[config.mk]
export PLATFORM = sky130hd
export DESIGN_NAME = layer_weight_streamer
export DESIGN_NICKNAME = d
export VERILOG_FILES = /design/src/rtl/layer_weight_streamer.sv
export SDC_FILE = /design/constraint.sdc
export NUM_CORES = 1
export LEC_CHECK = 0
export ABC_CLOCK_PERIOD_IN_PS = 2200
export CAP_MARGIN = 5
export CORE_MARGIN = 4
export CORE_UTILIZATION = 45
export DETAILED_ROUTE_END_ITERATION = 16
export DONT_BUFFER_PORTS = 1
export PLACE_DENSITY = 0.61
export SYNTH_ARGS = -nofsm -noshare
export SYNTH_HDL_FRONTEND = slang
export SYNTH_SLANG_ARGS = --single-unit
[constraint.sdc]
create_clock -name clk -period 2.2 [get_ports clk]
set_input_delay 0.44 -clock clk [delete_from_list [all_inputs] [get_ports clk]]
set_output_delay 0.44 -clock clk [all_outputs]
set_load 0.1 [all_outputs]
[src/rtl/layer_weight_streamer.sv]
// layer_weight_streamer
//
// Streams one complete convolution weight set from a word-addressed memory into
// the weight input of a conv engine. A start pulse in IDLE issues
// W = KERNEL*KERNEL*CHANNEL_NUM_IN*CHANNEL_NUM_OUT reads at ascending addresses
// from BASE_ADDR. The layout is output channel outermost, then input channel,
// then kernel row, then kernel column, so a plain incrementing address gives
// that order. Read data arrives one cycle after the read strobe. It is
// registered once more before it is presented, which gives a two-cycle
// read-to-output latency. pause suspends issuing reads without losing reads
// already in flight.
//
// Optional feature (macro LAYER_WEIGHT_STREAMER_BIAS_EN):
//   adds parameter BIAS_ADDR and the ports valid_bias_out/bias_out. After the
//   last weight read, CHANNEL_NUM_OUT bias words are read from BIAS_ADDR upward
//   and are emitted on the bias port.
//
// Ports:
//   clk              rising-edge clock
//   reset            asynchronous active-high reset
//   start            request one full weight stream (accepted in IDLE only)
//   pause            while high, no new reads are issued
//   mem_rd_en        memory read strobe
//   mem_addr         memory word address (wraps modulo 2^ADDR_WIDTH)
//   mem_data         read data, valid one cycle after mem_rd_en
//   valid_weight_out qualifies weight_out
//   weight_out       streamed weight word (0 when not valid)
//   busy             FSM not in IDLE
//   done             one-cycle pulse after the last emitted word
//   valid_bias_out   qualifies bias_out            (bias build only)
//   bias_out         streamed bias word            (bias build only)

module layer_weight_streamer #(
  parameter int unsigned DATA_WIDTH      = 32,
  parameter int unsigned CHANNEL_NUM_IN  = 64,
  parameter int unsigned CHANNEL_NUM_OUT = 64,
  parameter int unsigned KERNEL          = 3,
  parameter int unsigned ADDR_WIDTH      = 20,
  parameter int unsigned BASE_ADDR       = 0
`ifdef LAYER_WEIGHT_STREAMER_BIAS_EN
  ,
  parameter int unsigned BIAS_ADDR       = 0
`endif
) (
  input  logic                  clk,
  input  logic                  reset,
  input  logic                  start,
  input  logic                  pause,
  output logic                  mem_rd_en,
  output logic [ADDR_WIDTH-1:0] mem_addr,
  input  logic [DATA_WIDTH-1:0] mem_data,
  output logic                  valid_weight_out,
  output logic [DATA_WIDTH-1:0] weight_out,
  output logic                  busy,
  output logic                  done
`ifdef LAYER_WEIGHT_STREAMER_BIAS_EN
  ,
  output logic                  valid_bias_out,
  output logic [DATA_WIDTH-1:0] bias_out
`endif
);

  localparam int unsigned W     = KERNEL * KERNEL * CHANNEL_NUM_IN * CHANNEL_NUM_OUT;
  localparam int unsigned CNT_W = (W < 2) ? 1 : $clog2(W + 1);

  localparam logic [CNT_W-1:0]      CNT_LAST = CNT_W'(W - 1);
  localparam logic [CNT_W-1:0]      CNT_ONE  = CNT_W'(1);
  localparam logic [ADDR_WIDTH-1:0] ADDR_ONE = ADDR_WIDTH'(1);
  localparam logic [ADDR_WIDTH-1:0] BASE     = ADDR_WIDTH'(BASE_ADDR);

`ifdef LAYER_WEIGHT_STREAMER_BIAS_EN
  localparam int unsigned BCNT_W = (CHANNEL_NUM_OUT < 2) ? 1 : $clog2(CHANNEL_NUM_OUT + 1);

  localparam logic [BCNT_W-1:0]     BCNT_LAST = BCNT_W'(CHANNEL_NUM_OUT - 1);
  localparam logic [BCNT_W-1:0]     BCNT_ONE  = BCNT_W'(1);
  localparam logic [ADDR_WIDTH-1:0] BIAS      = ADDR_WIDTH'(BIAS_ADDR);
`endif

  typedef enum logic [2:0] {
    IDLE,
    LOAD,
    DRAIN,
    DONE
`ifdef LAYER_WEIGHT_STREAMER_BIAS_EN
    ,
    BIAS
`endif
  } state_t;

  state_t state;
  state_t state_next;

  // Number of weight reads issued so far in this stream.
  logic [CNT_W-1:0] count;

  // mem_rd_en delayed by one cycle. It marks the cycle in which mem_data holds
  // a word that has to be captured.
  logic rd_d1;

`ifdef LAYER_WEIGHT_STREAMER_BIAS_EN
  logic [BCNT_W-1:0] bcount;
  // Tags the in-flight read as a bias word so that it goes to the bias port.
  logic              rd_bias_d1;
`endif

  // ---------------------------------------------------------------------------
  // State register
  // ---------------------------------------------------------------------------
  always_ff @(posedge clk or posedge reset) begin
    if (reset) begin
      state <= IDLE;
    end else begin
      state <= state_next;
    end
  end

  // ---------------------------------------------------------------------------
  // Next-state logic
  // ---------------------------------------------------------------------------
  always_comb begin
    state_next = state;
    unique case (state)
      IDLE: begin
        if (start) begin
          state_next = LOAD;
        end
      end
      LOAD: begin
        if (!pause && (count == CNT_LAST)) begin
`ifdef LAYER_WEIGHT_STREAMER_BIAS_EN
          state_next = BIAS;
`else
          state_next = DRAIN;
`endif
        end
      end
`ifdef LAYER_WEIGHT_STREAMER_BIAS_EN
      BIAS: begin
        if (!pause && (bcount == BCNT_LAST)) begin
          state_next = DRAIN;
        end
      end
`endif
      // On DRAIN entry, rd_d1 is high for the last read. Once it drops, the
      // last word is being presented in this cycle, so DONE follows it.
      DRAIN: begin
        if (!rd_d1) begin
          state_next = DONE;
        end
      end
      DONE: begin
        state_next = IDLE;
      end
      default: begin
        state_next = IDLE;
      end
    endcase
  end

  // ---------------------------------------------------------------------------
  // Output logic
  // ---------------------------------------------------------------------------
  always_comb begin
    mem_rd_en = 1'b0;
    busy      = (state != IDLE);
    done      = (state == DONE);
`ifdef LAYER_WEIGHT_STREAMER_BIAS_EN
    if ((state == LOAD) || (state == BIAS)) begin
      mem_rd_en = !pause;
    end
`else
    if (state == LOAD) begin
      mem_rd_en = !pause;
    end
`endif
  end

  // ---------------------------------------------------------------------------
  // Counters and address
  //
  // mem_addr is kept as a register that advances with each issued read. It
  // therefore always equals BASE_ADDR + count (modulo 2^ADDR_WIDTH) and does not
  // need an adder on the output path.
  // ---------------------------------------------------------------------------
  always_ff @(posedge clk or posedge reset) begin
    if (reset) begin
      count    <= '0;
      mem_addr <= '0;
`ifdef LAYER_WEIGHT_STREAMER_BIAS_EN
      bcount   <= '0;
`endif
    end else begin
      unique case (state)
        IDLE: begin
          if (start) begin
            count    <= '0;
            mem_addr <= BASE;
`ifdef LAYER_WEIGHT_STREAMER_BIAS_EN
            bcount   <= '0;
`endif
          end
        end
        LOAD: begin
          if (!pause) begin
            count <= count + CNT_ONE;
`ifdef LAYER_WEIGHT_STREAMER_BIAS_EN
            if (count == CNT_LAST) begin
              mem_addr <= BIAS;
              bcount   <= '0;
            end else begin
              mem_addr <= mem_addr + ADDR_ONE;
            end
`else
            mem_addr <= mem_addr + ADDR_ONE;
`endif
          end
        end
`ifdef LAYER_WEIGHT_STREAMER_BIAS_EN
        BIAS: begin
          if (!pause) begin
            bcount   <= bcount + BCNT_ONE;
            mem_addr <= mem_addr + ADDR_ONE;
          end
        end
`endif
        default: begin
        end
      endcase
    end
  end

  // ---------------------------------------------------------------------------
  // Read-data pipeline
  //
  // A read in cycle N returns data in cycle N+1. The data is captured here and
  // presented in cycle N+2. Reset clears rd_d1, so no read that is in flight
  // when reset arrives is ever presented.
  // ---------------------------------------------------------------------------
  always_ff @(posedge clk or posedge reset) begin
    if (reset) begin
      rd_d1            <= 1'b0;
      valid_weight_out <= 1'b0;
      weight_out       <= '0;
`ifdef LAYER_WEIGHT_STREAMER_BIAS_EN
      rd_bias_d1       <= 1'b0;
      valid_bias_out   <= 1'b0;
      bias_out         <= '0;
`endif
    end else begin
      rd_d1 <= mem_rd_en;
`ifdef LAYER_WEIGHT_STREAMER_BIAS_EN
      rd_bias_d1       <= mem_rd_en && (state == BIAS);
      valid_weight_out <= rd_d1 && !rd_bias_d1;
      weight_out       <= (rd_d1 && !rd_bias_d1) ? mem_data : '0;
      valid_bias_out   <= rd_d1 && rd_bias_d1;
      bias_out         <= (rd_d1 && rd_bias_d1) ? mem_data : '0;
`else
      valid_weight_out <= rd_d1;
      weight_out       <= rd_d1 ? mem_data : '0;
`endif
    end
  end

endmodule

==> run metrics <==
DRT met1 WL=3220 um; Initial Utilization=0.475; CTS tree=done; hold slack=roughly 0.029 ns; sequential fraction of the synthesis area=0.547; drt pass-1 iters=4; Final ANT Viol Nets=0; #FFs+latches synth=slightly above 70; adder-cell share of the synthesized area=0.0228; met3 wire len=530 um; Crit. End Element=register; xor/xnor share of the synthesized area=0.0239; Reg power frac=0.318; Synth area leaders=dfrtp_1 55%, and2_1 6.3%, a21oi_1 3.2%; via count=2,675; largest net degree at the start of global routing=34; Gate power share=0.478; Worst Path Max Fanout=5; Crit Path Class=register to register; clk sink count=72; post-synth cell types=43; I/O Pins=92; Synth Area in Compound Gates=0.110; Vias/cell=5.30; clock-pin slew on the worst setup and hold paths=0.08 ns; initial antenna violation count=0; most common cell in the netlist=dfrtp_1; clk_lat worst skew=roughly 0.34 ns; arrival time worst endpoint=2.43 ns; power density over the cells=1180 mW/mm^2; relative slew slack=0.611; Antenna Cells=0; DR WL/cell=14.8 um; highest clock rate=462 MHz; Placed Cells=486; 1st-iter DRT viols=163; syn_area_per_cell=10.1 sq um; clock buffer depth=2; Die Width=93.6 um; highest metal used=met4; filler cell count=594; Int Pwr=0.00278 W; final cell count without fillers=505; data required time of the critical path=2.47 ns; Worst Skew=0.00845 ns; Post-synth top flop=dfrtp_1; Sw Ratio=0.451; post-layout min period=2.16 ns; Worst IR Drop VDD=0.000702 V; vias in the first global route=~2.7k; mux cell area share after synthesis=0.00949; synthesized area=~0.0033 sq mm; Rows=30; final hold viol count=0; CTS root buffer=clkbuf_8; Max Cap Viol=0; Remaining DRCs=0; Die Y=just over 90 um; final setup fails=0; multi-input logic area=0.00147 sq mm; port bufs=0; async set-reset flop share out of synthesis=1.00; Num CTS Buffers=9; Detailed Route WL=7490 um; Mapped Cells=326; startpoint types=register; simple-gate share of the synthesized area=0.254; max-slew violation count=0; Yosys top cell area share=0.547; main combinational cell family by area after synthesis=simple AND/OR/NAND/NOR gates; Final Cycle Share=0.984; syn nets=368; worst min path class=primary input to asynchronous set/reset pin; GRT overflow=0; routability cong.=0.851; cell accounting for the most synthesized area=dfrtp_1; global-route usage over all layers=0.184; share of cells above drive strength 1=0.328; P_sw=0.00229 W; Die Area=0.00876 sq mm; first-pass GRT wire length=12,600 um; leakage=2.00 nW; pin slew with the least headroom to its limit=0.583 ns; CORE AREA=0.00694 sq mm; run status=finished clean; YS warnings=0; met2 wire len=between 3000 and 4000 um; Nets=446; FF-to-FF setup slack=0.04 ns; Synth-to-Final Area Change=30.6%; H-Tree Depth=3; DP HPWL=5330 um; Post-synth top cells=72 x dfrtp_1, 33 x and2_1, 26 x nand2_1; number of flops mapped to enable cells by yosys=0; FF+latch area=~0.0018 sq mm; Clock Power Share=0.205
-- flip-flops by register name, indices dropped and copies added, names as in the netlist --
| register | flops |
|---|---|
| rd_d1 | 1 |
| state | 2 |
| weight_out | 32 |
| mem_addr | 20 |
| valid_weight_out | 1 |
| count | 16 |
-- final cells by class --
cell class / count / area share
multi-input cells: 229 / 0.342
clock inverters: 5 / 0.0131
inverters: 8 / 0.00785
clock buffers: 11 / 0.0328
well taps: 96 / 0.0279
flip-flops and latches: 72 / 0.422
repair buffers: 84 / 0.154
-- worst max-delay path, cell delays in order (launching register included) --
cell	delay, ns
dfrtp_1	0.42
inv_2	0.08
ha_4	0.18
mux2i_4	0.21
buf_4	0.15
or3_4	0.40
or4_4	0.53
a21oi_2	0.13
-- layout by cell type (no fill, tap or decap), types with 3 or more instances in the layout --
cell type	instances
and4_1	4
o211ai_1	3
or4_1	5
or4_4	5
dfrtp_1	64
ha_1	4
buf_4	80
nand4_1	8
nand3_1	12
a21oi_1	17
inv_1	4
a31oi_1	3
a21oi_2	4
nor4_1	7
dfrtp_2	6
or3_1	9
xnor2_1	6
nor2_1	23
a31o_2	4
xor2_1	3
o21ai_0	16
or3_4	3
nor3_1	6
clkbuf_8	10
nand2_1	26
and2_1	32
a41o_1	3
-- layer usage --
layer | GRT usage | up-vias
li1 | - | 1314
met1 | 0.227 | 1286
met2 | 0.294 | 67
met3 | 0.0668 | 8
met4 | 0.0710 | 0
met5 | 0 | -
-- logic make-up (layout without fill, tap and decap cells) --
logic type      Yosys count  after routing
compound gates           59             59
flops                    72             72
xor+xnor                  9              9
simple gates            152            152
fa+ha+maj                 6              6
buf+inv                  25            108
mux                       3              3
-- power groups by stage --
stage | clock, W | sequential (W) | combinational (W)
6_report | 0.00104 | 0.00161 | 0.00242
5_1_grt | 0.00114 | 0.00164 | 0.00256
4_1_cts | 0.00107 | 0.00160 | 0.00228
3_5_place_dp | 0 | 0.00163 | 0.00226
3_3_place_gp | 0 | 0.00162 | 0.00223
2_1_floorplan | 0 | 0.00248 | 0.000813
-- metrics by stage --
| stage | power, W | worst slack, ns | cell area (sq um) | utilization | TNS [ns] |
|---|---|---|---|---|---|
| final | 0.00507 | 0.0353 | 4300 | 0.620 | 0 |
| after global routing | 0.00534 | -0.0395 | 4300 | 0.620 | -0.0613 |
| after CTS | 0.00495 | -0.0313 | 4200 | 0.604 | -0.0850 |
| after detailed placement | 0.00389 | -0.00305 | 3990 | 0.575 | -0.00532 |
| after global placement | 0.00386 | 0.0478 | 3990 | 0.575 | 0 |
| after floorplan | 0.00330 | -0.0951 | 3320 | - | -0.0951 |
-- worst paths after layout --
| check | from | to | cells after the start |
|---|---|---|---|
| setup / recovery | state[0] | mem_addr[16] | 7 |
| hold / removal | reset | count[15] | 1 |
| setup reg to reg | state[0] | mem_addr[16] | 7 |
| hold reg to reg | count[11] | count[11] | 2 |
| max in group asynchronous | reset | mem_addr[1] | 2 |
| min in group clk | pause | rd_d1 | 1 |
-- timing repair --
item,in CTS,in global routing
setup endpoints to repair,7,16
gates resized for setup,1,21
hold buffers,0,0
setup buffers,0,3
hold endpoints to repair,0,0
pin swaps,0,10
Power figures use the tool's default switching activity.
